--- src/rtl/neurosync_unidade_controle.sv ---
// neurosync_unidade_controle
// Control unit of the neurosync memory game. A Moore FSM sequences the
// datapath: it clears counters, latches the level, plays the LED sequence
// back, waits for each player move, checks it and stops on win, error or
// move timeout. The display/timeout timer lives here; memory, address and
// round counters and the comparator live in the datapath.
//
// Input protocol: jogar and confirma are levels sampled once per clock while
// the FSM is in a state that listens to them. jogada_feita is a one-cycle
// strobe qualified only in ESPERA_JOGADA; strobes arriving in any other
// state are dropped, so presses during playback never count as moves.
module neurosync_unidade_controle #(
    parameter int T_ON_FACIL   = 1000,
    parameter int T_ON_DIFICIL = 500,
    parameter int T_OFF        = 250,
    parameter int T_TIMEOUT    = 5000
) (
    input  logic       clock,
    input  logic       reset,
    input  logic       jogar,
    input  logic       confirma,
    input  logic       nivel,
    input  logic       jogada_feita,
    input  logic       jogada_correta,
    input  logic       fim_rodada,
    input  logic       fim_jogo,
    output logic       zera_contadores,
    output logic       zera_endereco,
    output logic       conta_endereco,
    output logic       conta_rodada,
    output logic       mostra_leds,
    output logic       nivel_reg,
    output logic       pronto,
    output logic       acertou,
    output logic       errou,
    output logic       timeout,
    output logic [3:0] db_estado
);

    // Timer is wide enough for the longest interval it ever has to measure.
    localparam int T_MAX = (T_ON_FACIL > T_TIMEOUT) ? T_ON_FACIL : T_TIMEOUT;
    localparam int TW    = $clog2(T_MAX + 1);

    // Terminal counts: the timer starts at 0 on entry, so an interval of N
    // cycles ends on the cycle where the timer reads N-1.
    localparam logic [TW-1:0] LIM_ON_FACIL   = TW'(T_ON_FACIL - 1);
    localparam logic [TW-1:0] LIM_ON_DIFICIL = TW'(T_ON_DIFICIL - 1);
    localparam logic [TW-1:0] LIM_OFF        = TW'(T_OFF - 1);
    localparam logic [TW-1:0] LIM_TIMEOUT    = TW'(T_TIMEOUT - 1);
    localparam logic [TW-1:0] TIMER_MAX      = '1;

    typedef enum logic [3:0] {
        INICIAL       = 4'd0,
        PREPARA       = 4'd1,
        ESPERA_NIVEL  = 4'd2,
        REGISTRA      = 4'd3,
        INICIO_RODADA = 4'd4,
        MOSTRA        = 4'd5,
        APAGA         = 4'd6,
        FIM_MOSTRA    = 4'd7,
        PROX_MOSTRA   = 4'd8,
        ESPERA_JOGADA = 4'd9,
        COMPARA       = 4'd10,
        PROX_JOGADA   = 4'd11,
        PROX_RODADA   = 4'd12,
        FIM_ACERTO    = 4'd13,
        FIM_ERRO      = 4'd14,
        FIM_TIMEOUT   = 4'd15
    } estado_t;

    estado_t       estado_q, estado_d;
    logic [TW-1:0] timer_q, timer_d;
    logic          nivel_reg_q, nivel_reg_d;
    logic [TW-1:0] lim_on;
    logic          timed_state;

    // LED on-time follows the latched level, not the live switch.
    assign lim_on = nivel_reg_q ? LIM_ON_DIFICIL : LIM_ON_FACIL;

    // Only these three states measure time; every other state parks the
    // timer at zero so the next timed state always starts from a clean count.
    assign timed_state = (estado_q == MOSTRA) || (estado_q == APAGA) ||
                         (estado_q == ESPERA_JOGADA);

    // State, timer and level registers with synchronous reset.
    always_ff @(posedge clock) begin
        if (reset) begin
            estado_q    <= INICIAL;
            timer_q     <= '0;
            nivel_reg_q <= 1'b0;
        end else begin
            estado_q    <= estado_d;
            timer_q     <= timer_d;
            nivel_reg_q <= nivel_reg_d;
        end
    end

    // Next-state logic.
    always_comb begin
        estado_d = estado_q;
        case (estado_q)
            INICIAL:       if (jogar) estado_d = PREPARA;
            PREPARA:       estado_d = ESPERA_NIVEL;
            ESPERA_NIVEL:  if (confirma) estado_d = REGISTRA;
            REGISTRA:      estado_d = INICIO_RODADA;
            INICIO_RODADA: estado_d = MOSTRA;
            MOSTRA:        if (timer_q == lim_on) estado_d = APAGA;
            APAGA: begin
                if (timer_q == LIM_OFF) begin
                    estado_d = fim_rodada ? FIM_MOSTRA : PROX_MOSTRA;
                end
            end
            PROX_MOSTRA:   estado_d = MOSTRA;
            FIM_MOSTRA:    estado_d = ESPERA_JOGADA;
            ESPERA_JOGADA: begin
                // A press on the expiry cycle is still honoured.
                if (jogada_feita) begin
                    estado_d = COMPARA;
                end else if (timer_q == LIM_TIMEOUT) begin
                    estado_d = FIM_TIMEOUT;
                end
            end
            COMPARA: begin
                if (!jogada_correta) begin
                    estado_d = FIM_ERRO;
                end else if (fim_rodada && fim_jogo) begin
                    estado_d = FIM_ACERTO;
                end else if (fim_rodada) begin
                    estado_d = PROX_RODADA;
                end else begin
                    estado_d = PROX_JOGADA;
                end
            end
            PROX_JOGADA:   estado_d = ESPERA_JOGADA;
            PROX_RODADA:   estado_d = INICIO_RODADA;
            FIM_ACERTO,
            FIM_ERRO,
            FIM_TIMEOUT:   if (jogar) estado_d = PREPARA;
            default:       estado_d = INICIAL;
        endcase
    end

    // Timer: saturating count while staying in a timed state, zero otherwise.
    always_comb begin
        timer_d = '0;
        if (timed_state && (estado_d == estado_q)) begin
            timer_d = (timer_q == TIMER_MAX) ? timer_q : timer_q + 1'b1;
        end
    end

    // Level latch: captured only while passing through REGISTRA.
    always_comb begin
        nivel_reg_d = nivel_reg_q;
        if (estado_q == REGISTRA) begin
            nivel_reg_d = nivel;
        end
    end

    // Moore output decode from the current state.
    always_comb begin
        zera_contadores = 1'b0;
        zera_endereco   = 1'b0;
        conta_endereco  = 1'b0;
        conta_rodada    = 1'b0;
        mostra_leds     = 1'b0;
        pronto          = 1'b0;
        acertou         = 1'b0;
        errou           = 1'b0;
        timeout         = 1'b0;
        case (estado_q)
            PREPARA:       zera_contadores = 1'b1;
            INICIO_RODADA: zera_endereco   = 1'b1;
            MOSTRA:        mostra_leds     = 1'b1;
            FIM_MOSTRA:    zera_endereco   = 1'b1;
            PROX_MOSTRA:   conta_endereco  = 1'b1;
            PROX_JOGADA:   conta_endereco  = 1'b1;
            PROX_RODADA:   conta_rodada    = 1'b1;
            FIM_ACERTO: begin
                pronto  = 1'b1;
                acertou = 1'b1;
            end
            FIM_ERRO: begin
                pronto = 1'b1;
                errou  = 1'b1;
            end
            FIM_TIMEOUT: begin
                pronto  = 1'b1;
                timeout = 1'b1;
            end
            default: ;
        endcase
    end

    assign nivel_reg = nivel_reg_q;
    assign db_estado = estado_q;

endmodule
--- config.mk ---
export PLATFORM = sky130hd
export DESIGN_NAME = neurosync_unidade_controle
export DESIGN_NICKNAME = d
export VERILOG_FILES = /design/src/rtl/neurosync_unidade_controle.sv
export SDC_FILE = /design/constraint.sdc
export NUM_CORES = 1
export LEC_CHECK = 0
export ABC_AREA = 1
export CAP_MARGIN = 25
export CORE_MARGIN = 3
export CORE_UTILIZATION = 48
export CTS_CLUSTER_DIAMETER = 100
export DETAILED_ROUTE_END_ITERATION = 12
export GPL_ROUTABILITY_DRIVEN = 0
export PLACE_DENSITY = 0.86
export REMOVE_ABC_BUFFERS = 1
export SKIP_CTS_REPAIR_TIMING = 1
export SKIP_LAST_GASP = 1
export SYNTH_ARGS = -nofsm -noshare
export SYNTH_HDL_FRONTEND = slang
export SYNTH_SLANG_ARGS = --single-unit
--- constraint.sdc ---
create_clock -name clock -period 1.93 [get_ports clock]
set_clock_uncertainty 0.2 [all_clocks]
set_input_delay 0.579 -clock clock [delete_from_list [all_inputs] [get_ports clock]]
set_output_delay 0.579 -clock clock [all_outputs]
set_load 0.02 [all_outputs]
==> flow_metrics.py, run 1 <==
metrics = {
    "cts": {
        "cts-buffers-inserted": 3,
        "ctsLongestPathBuffers": 2,
        "clock-sinks": 18,
        "maximum_level_of_the_cts_h_tree": 1,
        "clk-insertion-delay-late_ns": 0.33,
        "cts_tree": "built",
        "clkSlewWorstSetupHoldPaths_ns": 0.12,
        "root_buffer": "sky130_fd_sc_hd__clkbuf_4",
    },
    "grt": {
        "track_usage": 0.2709,
        "pin_count_of_the_biggest_net_entering_global_routing": 14,
        "grt_antenna_before_repair": 0,
        "grt_pass1_vias": 1761,
        "grt_overflow": 0,
        "grt_pass1_wl_um": 7624,
    },
    "die": {
        "floorplan.die_area_mm2": 0.003795,
        "die_w_um": 61.60,
        "initial_utilization": 0.5202,
        "placeableCoreArea_mm2": 0.002853,
        "std_cell_rows": 19,
        "die_y_um": 61.60,
        "design.portCount": 23,
    },
    "sta": {
        "max-slew-margin-rel": 0.7025,
        "final-hold-violation-count": 0,
        "portion_of_the_clock_cycle_consumed_by_the_worst_path_in_the_final_layout": 1.168,
        "setup-violations-final": 23,
        "rsz_0062_raised_after_global_routing": "true",
        "minimum_clock_period_ns": 2.255,
        "max_freq_ghz": 0.4435,
        "fin_tns_setup_ns": -5.269,
        "setup_slack_of_the_critical_path_after_layout_ns": -0.3250,
        "transition_time_at_the_pin_with_the_least_slew_margin_ns": 0.4425,
        "slew_violations": 0,
    },
    "setup_path": {
        "critical-path-slowest-cell": "sky130_fd_sc_hd__dfxtp_4",
        "cp-start-kind": "flip-flop",
        "r2r-end": "timer_q[0]",
        "timing.critical_path.from": "db_estado[1]",
        "count_of_buffer_and_inverter_cells_on_the_critical_path": 2,
        "timing.critical_path.max_delay_family": "simple AND/OR/NAND/NOR gates",
        "reg2reg_depth": 12,
        "worstPathRequired_ns": 1.99,
        "r2r_setup_slack_ns": -0.33,
        "crit_fanout": 7,
        "timing.setup.critical_path_class": "flip-flop to flip-flop",
        "critical_path.reg2reg.startpoint": "db_estado[1]",
        "timing.critical_path.slowest_cell_delay_ns": 0.39,
        "cpMostUsedCell": "sky130_fd_sc_hd__nand2_1",
        "crit_chain": "nand2_1 > buf_4 > inv_2 > nand2_1 > nand3_2 > nor3_4 > nand3_2 > nand2_1 > nand2_2 > nor2_4 > nand2_8 > nor2_4",
        "critPathArrivalTime_ns": 2.32,
        "worst_setup_path_end_kind": "flip-flop",
    },
    "min_path": {
        "holdCritPathClass": "flip-flop to flip-flop",
        "holdPathStages": 4,
        "hold_end": "timer_q[1]",
        "hp-start": "timer_q[1]",
    },
    "placed_design": {
        "pre_cts_slack_ns": -0.5849,
        "dp_hpwl_um": 3700,
        "numPortBuffers": 22,
    },
    "power_and_ir_drop": {
        "irDropWorstVdd_v": 0.0005550,
        "power.static_leakage_nw": 1.262,
        "report.power.total_mw": 1.655,
        "power.density_cell_area_mw_per_mm2": 685.9,
    },
    "yosys": {
        "synth.ff_latch_count": 18,
        "post_synth_inst_count": 237,
        "synth-main-ff-cell": "sky130_fd_sc_hd__dfxtp_1",
        "synth_enable_flop_cells": 0,
        "synthDominantCellAreaShare": 0.2428,
        "avgSynthCellArea_um2": 6.261,
        "ys_seq_area_frac": 0.2428,
        "syn-cell-area_mm2": 0.001484,
        "synth.area.top_cells": "sky130_fd_sc_hd__dfxtp_1, sky130_fd_sc_hd__nand2_1, sky130_fd_sc_hd__nor2_4",
        "yosys.cell_count.top_type": "sky130_fd_sc_hd__nand2_1",
        "yosysUniqueCellTypes": 24,
        "synthDominantAreaCellType": "sky130_fd_sc_hd__dfxtp_1",
        "yosys_warnings": 0,
        "synth_top_cells_by_count": "sky130_fd_sc_hd__nand2_1, sky130_fd_sc_hd__nor2_1, sky130_fd_sc_hd__inv_1, sky130_fd_sc_hd__dfxtp_1, sky130_fd_sc_hd__nand3_1",
        "async_flop_share": 0,
    },
    "layout": {
        "fin_util": 0.8456,
        "inserted_diodes": 0,
        "multi_input_area_mm2": 0.001112,
        "synthToLayoutAreaGrowth_pct": 62.56,
        "drive_above_1_share": 0.4441,
        "largest_register_ffs": 13,
        "fill_cells": 143,
        "layout.nets": 334,
        "sequential_cell_area_um2": 384.1,
    },
    "route": {
        "post_drt_wl_per_cell_um": 18.74,
        "drt_iter0_markers": 292,
        "drc": 0,
        "ant_nets": 0,
        "totalWireLength_um": 6615,
        "via_per_inst": 6.042,
        "vias_post_dr": 2133,
        "firstDrtPassIters": 6,
    },
    "status": {
        "run_status": "complete, but fails checks",
        "violations": "negative setup slack",
    },
    "run": {
        "cap_violations": 0,
    },
}
-- cell usage in the layout, fill, tap and decap left out, types with 2 or more instances in the layout --
| cell | netlist | routed |
|---|---|---|
| sky130_fd_sc_hd__nand2_2 | 4 | 11 |
| sky130_fd_sc_hd__a21oi_1 | 10 | 8 |
| sky130_fd_sc_hd__dfxtp_1 | 18 | 9 |
| sky130_fd_sc_hd__nand3_2 | 0 | 3 |
| sky130_fd_sc_hd__buf_4 | 0 | 59 |
| sky130_fd_sc_hd__nor2_1 | 37 | 31 |
| sky130_fd_sc_hd__buf_6 | 0 | 5 |
| sky130_fd_sc_hd__o21ai_0 | 3 | 3 |
| sky130_fd_sc_hd__ha_4 | 0 | 2 |
| sky130_fd_sc_hd__nand4_1 | 5 | 5 |
| sky130_fd_sc_hd__nor2_4 | 13 | 19 |
| sky130_fd_sc_hd__dfxtp_4 | 0 | 5 |
| sky130_fd_sc_hd__dfxtp_2 | 0 | 4 |
| sky130_fd_sc_hd__clkbuf_2 | 0 | 3 |
| sky130_fd_sc_hd__nor2_2 | 5 | 5 |
| sky130_fd_sc_hd__nand2_4 | 2 | 3 |
| sky130_fd_sc_hd__dlymetal6s2s_1 | 0 | 11 |
| sky130_fd_sc_hd__clkbuf_4 | 0 | 3 |
| sky130_fd_sc_hd__inv_2 | 11 | 13 |
| sky130_fd_sc_hd__a21oi_2 | 0 | 2 |
| sky130_fd_sc_hd__nand2_8 | 0 | 2 |
| sky130_fd_sc_hd__nor3_1 | 6 | 6 |
| sky130_fd_sc_hd__clkdlybuf4s50_1 | 0 | 4 |
| sky130_fd_sc_hd__nand2_1 | 61 | 52 |
| sky130_fd_sc_hd__nand3_1 | 14 | 11 |
| sky130_fd_sc_hd__xor2_1 | 10 | 10 |
| sky130_fd_sc_hd__inv_1 | 27 | 24 |
-- layer usage --
metal,wire length [um],up-vias,track usage
li1,-,904,-
met1,2337,953,0.3564
met2,3008,199,0.4380
met3,764,77,0.05241
met4,505,0,0.1000
met5,0,-,0
-- cell families (layout without fill, tap and decap cells) --
group	Yosys count	count (layout)	share of synthesized area
AND/OR/NAND/NOR	150	151	0.5067
buffers and inverters	41	125	0.1155
adder cells (fa/ha/maj)	2	2	0.01686
flip-flops	18	18	0.2428
XOR/XNOR	10	10	0.05902
AO/OA/AOI/OAI	16	16	0.05903
-- report_power, final --
group | switching [mW] | total, mW | internal (mW)
registers | 0.0532 | 0.451 | 0.398
logic | 0.543 | 0.946 | 0.404
clock network | 0.141 | 0.257 | 0.116
total | 0.737 | 1.65 | 0.918
-- how the worst max path moves through the flow --
stage | to | depth (start not counted) | slack, ns
after floorplan | timer_q[0] | 11 | -0.24
after global placement | timer_q[0] | 12 | -0.51
after detailed placement | timer_q[0] | 12 | -0.58
after CTS | errou | 5 | -0.66
after global routing | timer_q[1] | 13 | -0.41
final | timer_q[0] | 12 | -0.33
-- metrics by stage --
step	area, um2	std cells	hold WS (ns)
CTS	2182	349	0.3422
finish	2412	353	0.4185
detailed placement	2146	345	0.3254
floorplan	1459	235	0.3529
global placement	2146	345	0.2864
global route	2412	353	0.4284
-- cell type report --
class / instances / area share
Clock buffer: 4 / 0.01504
Inverter: 39 / 0.06172
Multi-Input combinational cell: 179 / 0.4611
Sequential cell: 18 / 0.1592
Tap cell: 31 / 0.01608
Timing Repair Buffer: 82 / 0.2868
-- worst register-to-register path: cells and delay by family, from the launching register on --
kind | cells | cell delay [ns]
and+or+nand+nor | 10 | 1.42
DFF | 1 | 0.39
buffers and inverters | 2 | 0.17
Note: power is estimated with default switching activity, not from simulation.
==> run 2, diff against run 1 <==
--- a/config.mk
+++ b/config.mk
@@ -16,6 +16,7 @@
 export REMOVE_ABC_BUFFERS = 1
 export SKIP_CTS_REPAIR_TIMING = 1
 export SKIP_LAST_GASP = 1
+export SLEW_MARGIN = 10
 export SYNTH_ARGS = -nofsm -noshare
 export SYNTH_HDL_FRONTEND = slang
 export SYNTH_SLANG_ARGS = --single-unit
==> results of run 2 <==
No change in the layout: final DEF, timing and power equal those of run 1.
